===== src/rtl/twdl_idx_gen.sv =====
// twdl_idx_gen: per-butterfly twiddle numerator/denominator sequencer for one mixed-radix FFT stage.
// Optional inverse-FFT conjugate numerators when TWDL_IDX_INV_EN is defined (adds cfg_inverse).
module twdl_idx_gen #(
  parameter int wIdx  = 12,
  parameter int nLane = 5
) (
  input  logic                            clk,
  input  logic                            rst_n,
  input  logic                            cfg_load,
  input  logic [2:0]                      cfg_factor,
  input  logic [wIdx-1:0]                 cfg_span,
  input  logic [wIdx-1:0]                 cfg_blocks,
`ifdef TWDL_IDX_INV_EN
  input  logic                            cfg_inverse,
`endif
  input  logic                            bfly_val,
  output logic [2:0]                      factor,
  output logic [0:nLane-1][wIdx-1:0]      twdl_numrtr,
  output logic [wIdx-1:0]                 twdl_demontr,
  output logic                            out_val,
  output logic                            busy,
  output logic                            done,
  output logic                            cfg_err
);
  typedef enum logic {IDLE, RUN} state_t;
  state_t state_q, state_d;
  logic [wIdx-1:0] span_q, blocks_q, m_q, blk_q;
  logic [0:nLane-1][wIdx-1:0] acc, lane_val;
  logic [wIdx+2:0] prod;
  logic legal, accept, reject, step, m_wrap, last, inv;
  assign prod   = {{wIdx{1'b0}}, cfg_factor} * {3'b000, cfg_span};
  assign legal  = (cfg_factor >= 3'd2) && (cfg_factor <= 3'd5) && (cfg_span != '0) &&
                  (cfg_blocks != '0) && (prod[wIdx+2:wIdx] == 3'b000);
  assign accept = (state_q == IDLE) && cfg_load && legal;
  assign reject = (state_q == IDLE) && cfg_load && !legal;
  assign step   = (state_q == RUN) && bfly_val;
  assign m_wrap = m_q == span_q - wIdx'(1);
  assign last   = step && m_wrap && (blk_q == blocks_q - wIdx'(1));
  assign busy   = state_q == RUN;
`ifdef TWDL_IDX_INV_EN
  logic inv_q;
  assign inv = inv_q;
`else
  assign inv = 1'b0;
`endif
  always_comb begin
    state_d = state_q;
    state_d = accept ? RUN : (last ? IDLE : state_q);
  end
  // Inverse lanes are the conjugate index R*L - p*m, with index 0 mapping to itself
  genvar p;
  generate
    for (p = 0; p < nLane; p++) begin : g_lane
      assign lane_val[p] = (3'(p) >= factor) ? '0 :
                           (inv && acc[p] != '0) ? twdl_demontr - acc[p] : acc[p];
    end
  endgenerate
  always_ff @(posedge clk or negedge rst_n) begin
    if (!rst_n) begin
      state_q      <= IDLE;
      factor       <= '0;
      span_q       <= '0;
      blocks_q     <= '0;
      twdl_demontr <= '0;
      m_q          <= '0;
      blk_q        <= '0;
      acc          <= '0;
      twdl_numrtr  <= '0;
      out_val      <= 1'b0;
      done         <= 1'b0;
      cfg_err      <= 1'b0;
`ifdef TWDL_IDX_INV_EN
      inv_q        <= 1'b0;
`endif
    end else begin
      state_q <= state_d;
      out_val <= step;
      done    <= last;
      cfg_err <= reject;
      if (accept) begin
        factor       <= cfg_factor;
        span_q       <= cfg_span;
        blocks_q     <= cfg_blocks;
        twdl_demontr <= prod[wIdx-1:0];
        m_q          <= '0;
        blk_q        <= '0;
        acc          <= '0;
`ifdef TWDL_IDX_INV_EN
        inv_q        <= cfg_inverse;
`endif
      end
      if (step) begin
        twdl_numrtr <= lane_val;
        m_q         <= m_wrap ? '0 : m_q + wIdx'(1);
        blk_q       <= m_wrap ? blk_q + wIdx'(1) : blk_q;
        for (int i = 0; i < nLane; i++)
          acc[i] <= m_wrap ? '0 : acc[i] + wIdx'(i);
      end
    end
  end
endmodule

===== config.mk =====
export PLATFORM = sky130hd
export DESIGN_NAME = twdl_idx_gen
export DESIGN_NICKNAME = d
export VERILOG_FILES = /design/src/rtl/twdl_idx_gen.sv
export SDC_FILE = /design/constraint.sdc
export NUM_CORES = 1
export LEC_CHECK = 0
export CELL_PAD_IN_SITES_DETAIL_PLACEMENT = 2
export CELL_PAD_IN_SITES_GLOBAL_PLACEMENT = 2
export CORE_MARGIN = 2
export CORE_UTILIZATION = 32
export CTS_CLUSTER_DIAMETER = 80
export DETAILED_ROUTE_END_ITERATION = 8
export HOLD_SLACK_MARGIN = 0.12
export PLACE_DENSITY = 0.82
export SLEW_MARGIN = 20
export SYNTH_ARGS = -nofsm -noshare
export SYNTH_HDL_FRONTEND = slang
export SYNTH_SLANG_ARGS = --single-unit

===== constraint.sdc =====
create_clock -name clk -period 3.07 [get_ports clk]
set_clock_uncertainty 0.05 [all_clocks]
set_input_delay 0.614 -clock clk [delete_from_list [all_inputs] [get_ports clk]]
set_output_delay 0.614 -clock clk [all_outputs]
set_load 0.01 [all_outputs]

==> results.tsv <==
metric	value	unit
crit-path max cell delay	590	ps
Metal-1 WL	16.3	mm
Syn Std Cell Area	8990	sq um
Synthesis Warnings	0	
asr flop ratio synth	100	%
crit end category	register	
global placer's final weighted congestion	0.779	
Post-Layout Cell Count	1531	
Die Width	172	microns
Slew Viols, Final	0	
post-route design area	13100	sq um
IO buf count	97	
Slowest-stage cell, CP	fa_1	
Top cell by count, worst path	buf_6	
Synth Instances	927	
gr usage total	26.6	%
Worst Path Max Fanout	8	
largest cells by area after synthesis	dfrtp_1 (44%), a22o_1 (5.1%), nand3_1 (4.6%)	
ys flop type	dfrtp_1	
failing checks	setup timing	
Inserted Diodes	0	
global-route wire length before repair	59.2	mm
Worst Path Arrival	3870	ps
CTS tree	done	
clock slew at the register clock pins of the worst setup and hold paths	70	ps
power density cells	480	nW/um^2
root buf cell	clkbuf_16	
post-placement cell area	11000	sq um
Top delay family on crit path	adder cells	
Slew @ Worst Pin	990	ps
Req. time, crit path	3350	ps
LEAKAGE	6.08	nW
Clk Latency, worst-skew pair	450	ps
crit path setup slack, layout	-517	ps
max cap viols	0	
full die area	29400	sq um
RSZ-0062 raised after global routing	yes	
final period utilization	117	%
remaining antenna violation count	0	
metal2 WL	21.7	mm
row count	61	
Fin. Hold Viols	0	
P&R area growth vs syn	45.9	%
CP Buf/Inv Count	6	
synthesized area per cell	9.70	sq um
post-DP HPWL	21.1	mm
HP Class	register to register	
first-pass iteration count of the detailed router	4	
metal3 WL	1.36	mm
Setup CP Type	input port to register	
register bit total from synthesis	159	
Initial Utilization	32.4	%
worst vdd ir	0.396	mV
Fmax	0.279	GHz
setup TNS	-43170	ps
post-layout util	47.3	%
number of global-route vias before repair	9674	
CTS sink cnt	159	
DR vias	8651	
largest net degree at the start of global routing	69	
count of final setup violators	109	
drt total wl	41.3	mm
die height	172	microns
Overflow after GRT	0	
status	finished, violations left	
core area	27700	sq um
Synth cell types	61	
startpoint types	input port	
total power	6.29	mW
Num CTS Buffers	17	
DP Cell Count	1447	
Post-synth EDFFs	0	
post-synth top area cell	dfrtp_1	
IO Pins	110	
Clock Path Buffers	2	
layout cells sized above 1	30.5	%
H-Tree Depth	4	
Slew headroom	33.8	%
fin nets	1205	
crit-path cells	buf_6 -> buf_6 -> and2_4 -> fa_1 -> ha_2 -> inv_2 -> fa_2 -> nor2b_4 -> o31a_1 -> o211ai_1 -> nand3_1 -> o211ai_1 -> buf_6 -> buf_6 -> buf_16 -> a22o_1 -> a22o_1	
fin crit period	3590	ps
Via density	5.65	
share of the yosys chip area belonging to registers	44.3	%
initial antenna violation count	0	
Yosys top cell area share	44.3	%
Max Used Layer	met4	
DR iter-0 viols	556	
mean routed wirelength per cell	27.0	microns
Post-route DRC	0	
## cell usage in the layout (no fill, tap or decap), types with 6 or more instances in the layout
master	instances
and3_1	24
dfrtp_1	159
fa_1	10
or3_1	13
and2_1	17
nor3_1	14
nand3_2	6
inv_1	46
o21ai_0	34
mux2i_1	15
nand2_4	7
a21oi_1	9
buf_12	9
buf_6	17
nand2_2	12
a211o_1	7
inv_6	7
buf_8	10
clkdlybuf4s15_2	6
a22o_1	52
nand2_1	80
clkdlybuf4s50_1	81
a22oi_2	11
nor2_1	34
nor2b_1	10
buf_4	109
ha_1	12
conb_1	12
a21boi_2	8
mux2_4	28
nor4_1	17
clkbuf_16	19
nand3_4	13
o21ai_2	18
ha_4	7
xnor2_1	21
xor2_1	15
nand4_1	8
nand3_1	64
## registers in the layout, summed over array words and instances (netlist names)
register      cells
cfg_err           1
blk_q            12
done              1
acc              45
span_q           12
blocks_q         12
out_val           1
factor            3
twdl_numrtr      47
busy              1
twdl_demontr     12
m_q              12
## final timing paths
path	start	to	slack (ps)	cells after the start
max	cfg_factor[1]	m_q[6]$_DFFE_PN0P_	-520	17
min	twdl_numrtr[20]$_DFFE_PN0P_	twdl_numrtr[20]$_DFFE_PN0P_	420	2
max reg2reg	span_q[0]$_DFFE_PN0P_	acc[14]$_DFFE_PN0P_	-220	10
min reg2reg	twdl_numrtr[20]$_DFFE_PN0P_	twdl_numrtr[20]$_DFFE_PN0P_	420	2
max in group asynchronous	rst_n	twdl_numrtr[18]$_DFFE_PN0P_	1620	3
min in group asynchronous	rst_n	blocks_q[10]$_DFFE_PN0P_	550	2
## power breakdown
part	total [mW]	internal [mW]	switching, mW
logic	1.47	0.647	0.824
registers	2.53	2.25	0.281
clock network	2.29	1.24	1.05
## tightest hold or removal path: cells and delay by family (launching register included)
| family | cells | cell delay, ps |
|---|---|---|
| AND/OR/NAND/NOR | 2 | 100 |
| flip-flops | 1 | 350 |
## cells by family after synthesis
| family | Yosys count | share of synthesized area, % |
|---|---|---|
| compound gates | 190 | 16.0 |
| xor+xnor | 37 | 3.61 |
| fa+ha+maj | 33 | 5.51 |
| buf+inv | 111 | 5.51 |
| flops | 159 | 44.3 |
| mux | 43 | 5.18 |
| other cells | 1 | 0.0417 |
| simple gates | 353 | 19.9 |
## Yosys cell counts, types with 4 or more instances
cell / n
dfrtp_1: 159
nand2_1: 100
nand3_1: 83
a22o_1: 52
o21ai_0: 49
inv_1: 48
nor2_1: 34
clkbuf_1: 32
mux2_2: 28
and3_1: 24
ha_1: 22
xnor2_1: 22
and2_1: 21
nor4_1: 17
mux2i_1: 15
nor3_1: 15
xor2_1: 15
buf_4: 14
a21oi_1: 13
nor2b_1: 13
or3_1: 13
a22oi_1: 11
fa_1: 11
a21boi_1: 9
buf_2: 9
o21ai_1: 9
nand4_1: 8
a211o_1: 7
buf_1: 6
o311ai_1: 6
a211oi_1: 4
a21o_1: 4
nand2b_1: 4
o211ai_1: 4
o311ai_4: 4
or4_1: 4
## metrics by stage
stage                     setup WS (ps)  hold slack [ps]
after floorplan                    -573              268
after global placement            -1100              401
after detailed placement          -1200              412
after CTS                          -327              425
after global routing               -553              460
final                              -517              423
## what timing repair did
| item | CTS | global route |
|---|---|---|
| endpoints found under the hold margin | 23 | 0 |
| gates cloned | 9 | 2 |
| endpoints found under the setup margin | 111 | 111 |
| setup buffers | 25 | 25 |
| hold buffers | 1 | 0 |
| pin swaps | 22 | 28 |
| gates resized for setup | 167 | 123 |
## cell type report
type / instances / area (sq um)
clock buffers: 18 / 439
clock inverters: 13 / 149
fillers: 2836 / 14600
inverters: 48 / 180
multi-input cells: 668 / 5440
flip-flops and latches: 159 / 3980
well taps: 378 / 473
repair buffers: 247 / 2460
## layer usage
layer | global-route usage, % | up-vias
met3 | 3.29 | 120
met5 | 0 | -
met4 | 10.9 | 0
met1 | 30.9 | 4518
met2 | 49.4 | 289
li1 | - | 3724
Power figures use the tool's default switching activity.
